==> config.mk <==
export PLATFORM = sky130hd
export DESIGN_NAME = and_unit_arbiter
export DESIGN_NICKNAME = d
export VERILOG_FILES = /design/src/rtl/and_unit_arbiter.sv
export SDC_FILE = /design/constraint.sdc
export NUM_CORES = 1
export LEC_CHECK = 0
export BUFFER_PORTS_ARGS = -buffer_cell sky130_fd_sc_hd__buf_2
export CORE_ASPECT_RATIO = 0.7
export CORE_UTILIZATION = 45
export DETAILED_ROUTE_END_ITERATION = 10
export GPL_ROUTABILITY_DRIVEN = 0
export PLACE_DENSITY_LB_ADDON = 0.05
export SLEW_MARGIN = 20
export SYNTH_ARGS = -nofsm -noshare
export SYNTH_HDL_FRONTEND = slang
export SYNTH_SLANG_ARGS = --single-unit
export TNS_END_PERCENT = 50
==> constraint.sdc <==
create_clock -name clk -period 5.7 [get_ports clk]
set_input_delay 0.285 -clock clk [delete_from_list [all_inputs] [get_ports clk]]
set_output_delay 0.285 -clock clk [all_outputs]
set_load 0.01 [all_outputs]
==> src/rtl/and_unit_arbiter.sv <==
// and_unit_arbiter: round-robin arbiter that shares one bitwise datapath
// between NREQ requesters. The result lands in a single-entry output register
// with a valid/ready handshake.
// Optional build macro AND_ARB_OPSEL_EN adds per-requester op selects
// (00=AND, 01=OR, 10=XOR, 11=NAND) plus a registered rsp_op output.
module and_unit_arbiter #(
    parameter int WIDTH = 8,
    parameter int NREQ  = 4,
    localparam int IDW  = (NREQ > 1) ? $clog2(NREQ) : 1
) (
    input  logic                  clk,
    input  logic                  rst_n,
    input  logic [NREQ-1:0]       req_valid,
    output logic [NREQ-1:0]       req_ready,
    input  logic [NREQ*WIDTH-1:0] req_a,
    input  logic [NREQ*WIDTH-1:0] req_b,
`ifdef AND_ARB_OPSEL_EN
    input  logic [2*NREQ-1:0]     req_op,
    output logic [1:0]            rsp_op,
`endif
    output logic                  rsp_valid,
    input  logic                  rsp_ready,
    output logic [WIDTH-1:0]      rsp_data,
    output logic [IDW-1:0]        rsp_id
);

    typedef enum logic {IDLE, FULL} state_t;

    state_t            state_q, state_d;
    logic [IDW-1:0]    rr_ptr_q, rr_ptr_d;
    logic [WIDTH-1:0]  rsp_data_q, rsp_data_d;
    logic [IDW-1:0]    rsp_id_q, rsp_id_d;
`ifdef AND_ARB_OPSEL_EN
    logic [1:0]        rsp_op_q, rsp_op_d;
    logic [1:0]        op_sel;
`endif

    logic              grant_found;
    int unsigned       grant_int;
    logic [IDW-1:0]    grant_idx;
    logic              can_accept;
    logic              transfer;
    logic [WIDTH-1:0]  opnd_a, opnd_b, result;

    // Round-robin search starting at rr_ptr, wrapping NREQ-1 -> 0
    always_comb begin
        int unsigned ptr_int;
        int unsigned idx;
        grant_found = 1'b0;
        grant_int   = 0;
        ptr_int     = 32'(rr_ptr_q);
        for (int unsigned k = 0; k < NREQ; k++) begin
            idx = ptr_int + k;
            if (idx >= NREQ) begin
                idx = idx - NREQ;
            end
            if (!grant_found && req_valid[idx]) begin
                grant_found = 1'b1;
                grant_int   = idx;
            end
        end
        grant_idx = grant_int[IDW-1:0];
    end

    // Grant generation; no grant is issued while reset is asserted
    always_comb begin
        can_accept = (state_q == IDLE) || rsp_ready;
        transfer   = grant_found && can_accept && rst_n;
        req_ready  = '0;
        if (transfer) begin
            req_ready[grant_int] = 1'b1;
        end
    end

    // Shared datapath: operand mux followed by the selected bitwise op
    always_comb begin
        opnd_a = req_a[grant_int*WIDTH +: WIDTH];
        opnd_b = req_b[grant_int*WIDTH +: WIDTH];
`ifdef AND_ARB_OPSEL_EN
        op_sel = req_op[grant_int*2 +: 2];
        case (op_sel)
            2'b00:   result = opnd_a & opnd_b;
            2'b01:   result = opnd_a | opnd_b;
            2'b10:   result = opnd_a ^ opnd_b;
            default: result = ~(opnd_a & opnd_b);
        endcase
`else
        result = opnd_a & opnd_b;
`endif
    end

    // Next-state logic for the output register and the priority pointer
    always_comb begin
        state_d    = state_q;
        rr_ptr_d   = rr_ptr_q;
        rsp_data_d = rsp_data_q;
        rsp_id_d   = rsp_id_q;
`ifdef AND_ARB_OPSEL_EN
        rsp_op_d   = rsp_op_q;
`endif
        if (transfer) begin
            state_d    = FULL;
            rsp_data_d = result;
            rsp_id_d   = grant_idx;
`ifdef AND_ARB_OPSEL_EN
            rsp_op_d   = op_sel;
`endif
            rr_ptr_d   = (grant_int == NREQ - 1) ? '0 : IDW'(grant_int + 1);
        end else if ((state_q == FULL) && rsp_ready) begin
            state_d = IDLE;
        end
    end

    // State registers with synchronous active-low reset
    always_ff @(posedge clk) begin
        if (!rst_n) begin
            state_q    <= IDLE;
            rr_ptr_q   <= '0;
            rsp_data_q <= '0;
            rsp_id_q   <= '0;
`ifdef AND_ARB_OPSEL_EN
            rsp_op_q   <= '0;
`endif
        end else begin
            state_q    <= state_d;
            rr_ptr_q   <= rr_ptr_d;
            rsp_data_q <= rsp_data_d;
            rsp_id_q   <= rsp_id_d;
`ifdef AND_ARB_OPSEL_EN
            rsp_op_q   <= rsp_op_d;
`endif
        end
    end

    assign rsp_valid = (state_q == FULL);
    assign rsp_data  = rsp_data_q;
    assign rsp_id    = rsp_id_q;
`ifdef AND_ARB_OPSEL_EN
    assign rsp_op    = rsp_op_q;
`endif

endmodule

==> impl_metrics.env <==
export IMPL_root_buffer="clkbuf_8"
export IMPL_fp_row_count=15
export IMPL_leakagePower_nw=0.826
export IMPL_cap_viol_max_count=0
export IMPL_post_drt_wl_per_cell_um=11.5
export IMPL_yosysTopAreaCellShare_pct=20.6
export IMPL_die_w_um=65.3
export IMPL_crit_path_cell_trace="inv_1 > ha_1 > mux4_2 > nor2b_4 > o21ai_2 > and2_4 > inv_1 > ha_1 > and2_1 > buf_2"
export IMPL_cp_max_fo=18
export IMPL_cts_buffers=3
export IMPL_clkPwrFrac_pct=16.4
export IMPL_cts_num_sinks=13
export IMPL_slew_headroom_pct=36.0
export IMPL_synth_cell_type_count=37
export IMPL_rr_worst_depth=10
export IMPL_required_ps=5410
export IMPL_crit_arrival_ps=3470
export IMPL_critical_path_class="reg2out"
export IMPL_firstDrtPassIters=4
export IMPL_clkTransAtPathRegs_ps=60
export IMPL_drive_gt1_share_pct=38.9
export IMPL_seqPwrFrac_pct=27.7
export IMPL_crit_path_start_kind="flip-flop"
export IMPL_power_switching_mw=0.215
export IMPL_final_cell_mix="buf_2 (85), nand2_1 (26), a21oi_1 (17), o21ai_0 (16), dfxtp_1 (13)"
export IMPL_ir_drop_mv=0.149
export IMPL_synth_seq_cells=13
export IMPL_place_inst=282
export IMPL_boundaryPins=86
export IMPL_path_depth=10
export IMPL_syn_nets=251
export IMPL_start_util_pct=49.4
export IMPL_ctsResizeCount=0
export IMPL_synth_edf_count=0
export IMPL_die_area_um2=3020
export IMPL_fmax_ghz=0.266
export IMPL_ys_async_sr_fraction_pct=0
export IMPL_hold_path_depth=3
export IMPL_intPower_mw=0.289
export IMPL_cts_max_level=1
export IMPL_place_area_um2=1670
export IMPL_initialDrtViolationCount=78
export IMPL_grt_max_degree=19
export IMPL_clock_path_buffers=2
export IMPL_diodes=0
export IMPL_area_growth_syn_to_layout_pct=36.2
export IMPL_fin_crit_sh_pct=66.0
export IMPL_layout_nets=333
export IMPL_via_count=1510
export IMPL_route_detailed_drc=0
export IMPL_timing_final_max_slew_violations=0
export IMPL_grt_pass1_vias=1200
export IMPL_grt_pass1_wl_um=5170
export IMPL_cellPowerDensity_nw_per_um2=293
export IMPL_final_cells=286
export IMPL_grt_usage_pct=22.4
export IMPL_tritoncts="done"
export IMPL_hold_path_class="in2reg"
export IMPL_status="complete, no violations"
export IMPL_final_common_cell="buf_2"
export IMPL_fin_area_um2=1720
export IMPL_syn_area_um2=1260
export IMPL_worstMarginPinSlew_ps=952
export IMPL_power_switching_share_pct=42.6
export IMPL_synth_warnings=0
export IMPL_hold_violations=0
export IMPL_core_um2=2550
export IMPL_rsz0062_at_grt="no"
export IMPL_pwr_share_comb_pct=55.9
export IMPL_fin_skew_ps=1.44
export IMPL_portBuffers=85
export IMPL_holdBufCountCts=0
export IMPL_netlist_instances=171
export IMPL_cpPeakStageDelay_ps=710
export IMPL_yosys_top_cells_area="dfxtp_1 (21%), ha_1 (8.9%), nand2_1 (7.7%)"
export IMPL_crit_family="flip-flops"
export IMPL_antenna_left=0
export IMPL_crit_path_top_delay_cell="dfxtp_1"
export IMPL_ys_seq_area_share_pct=20.6
export IMPL_tns_ps=0
export IMPL_grt_antenna_before_repair=0
export IMPL_endpoint_kind="primary output"
export IMPL_fin_crit_ps=3760
export IMPL_finalWirelength_um=3280
export IMPL_clk_latency_ps=240
export IMPL_via_per_inst=5.28
export IMPL_grt_overflow_total=0
export IMPL_syn_avg_cell_area_um2=7.38
export IMPL_synth_area_leader_cell="dfxtp_1"
export IMPL_die_h_um=46.3
export IMPL_cp_num_buf_inv=3
export IMPL_setup_viol=0
export IMPL_cts_setup_buffers=0
export IMPL_post_dp_hpwl_um=2710
export IMPL_synth_ff_type="dfxtp_1"
==> cells by family after synthesis <==
kind of cell	after synthesis	share of synthesized area (%)
AND/OR/NAND/NOR	71	28.7
AO/OA/AOI/OAI	56	26.1
buffers and inverters	15	6.85
flip-flops	13	20.6
adder cells (fa/ha/maj)	9	8.93
multiplexers	7	8.83
==> worst register-to-register path, delay by kind of cell, from the launching register on <==
family	cells	cell delay, ps
adders and majority gates	2	720
DFF	1	710
AOI/OAI and AO/OA	2	590
and+or+nand+nor	2	500
muxes	1	360
buffers and inverters	3	340
==> power by group through the flow <==
stage                     Clock [mW]  Combinational, mW  Sequential, mW
final                         0.0828              0.282           0.140
after global routing          0.0877              0.319           0.144
after CTS                     0.0841              0.282           0.139
after detailed placement           0              0.282           0.141
after global placement             0              0.278           0.141
after floorplan                    0              0.202           0.143
==> layer usage <==
| layer | global-route usage, % | vias to the layer above | share of wire, % |
|---|---|---|---|
| met5 | 0 | - | 0 |
| met4 | 6.52 | 0 | 0.70 |
| met3 | 3.96 | 5 | 7.1 |
| met2 | 35.1 | 72 | 43 |
| met1 | 31.5 | 647 | 49 |
| li1 | - | 786 | - |
==> through the flow <==
stage	hold slack (ps)	util (%)	setup slack, ps	power, mW
finish	345	67.3	1940	0.504
global route	370	67.3	1590	0.551
CTS	347	67.3	1930	0.506
detailed placement	457	65.5	2180	0.422
global placement	457	65.5	2270	0.420
floorplan	424	-	2740	0.346
==> final cells by class <==
cell class,instances,area (um^2)
multi-input combinational,143,915
inverter,6,22.5
fill,238,835
timing repair buffer,86,433
tap,34,42.5
clock buffer,4,45.0
sequential,13,260
==> flip-flops by register name (all words and copies together), names as in the netlist <==
signal     count
rsp_valid      1
rr_ptr_q       2
rsp_data       8
rsp_id         2
==> synth_stat cells (2+ instances only) <==
cell	instances
dfxtp_1	13
ha_1	9
mux4_2	3
o21ai_0	16
or3_1	2
clkbuf_1	2
a21boi_0	2
buf_4	2
o211ai_1	8
a21oi_1	17
nand3b_1	2
nor2_1	11
nand3_1	12
and2_1	5
nand2_1	26
a31oi_1	9
inv_1	6
buf_1	2
mux2_2	3
nor4_1	2
buf_6	3
==> final timing paths <==
check | from | endpoint | slack (ps)
max reg2reg | rr_ptr_q[0]$_SDFFE_PN0P_ | rr_ptr_q[1]$_SDFFE_PN0P_ | 2380
max | rr_ptr_q[0]$_SDFFE_PN0P_ | req_ready[1] | 1940
min reg2reg | rsp_id[1]$_SDFFE_PN0P_ | rsp_id[1]$_SDFFE_PN0P_ | 470
min | rst_n | rsp_id[1]$_SDFFE_PN0P_ | 350
Power figures use the tool's default switching activity.
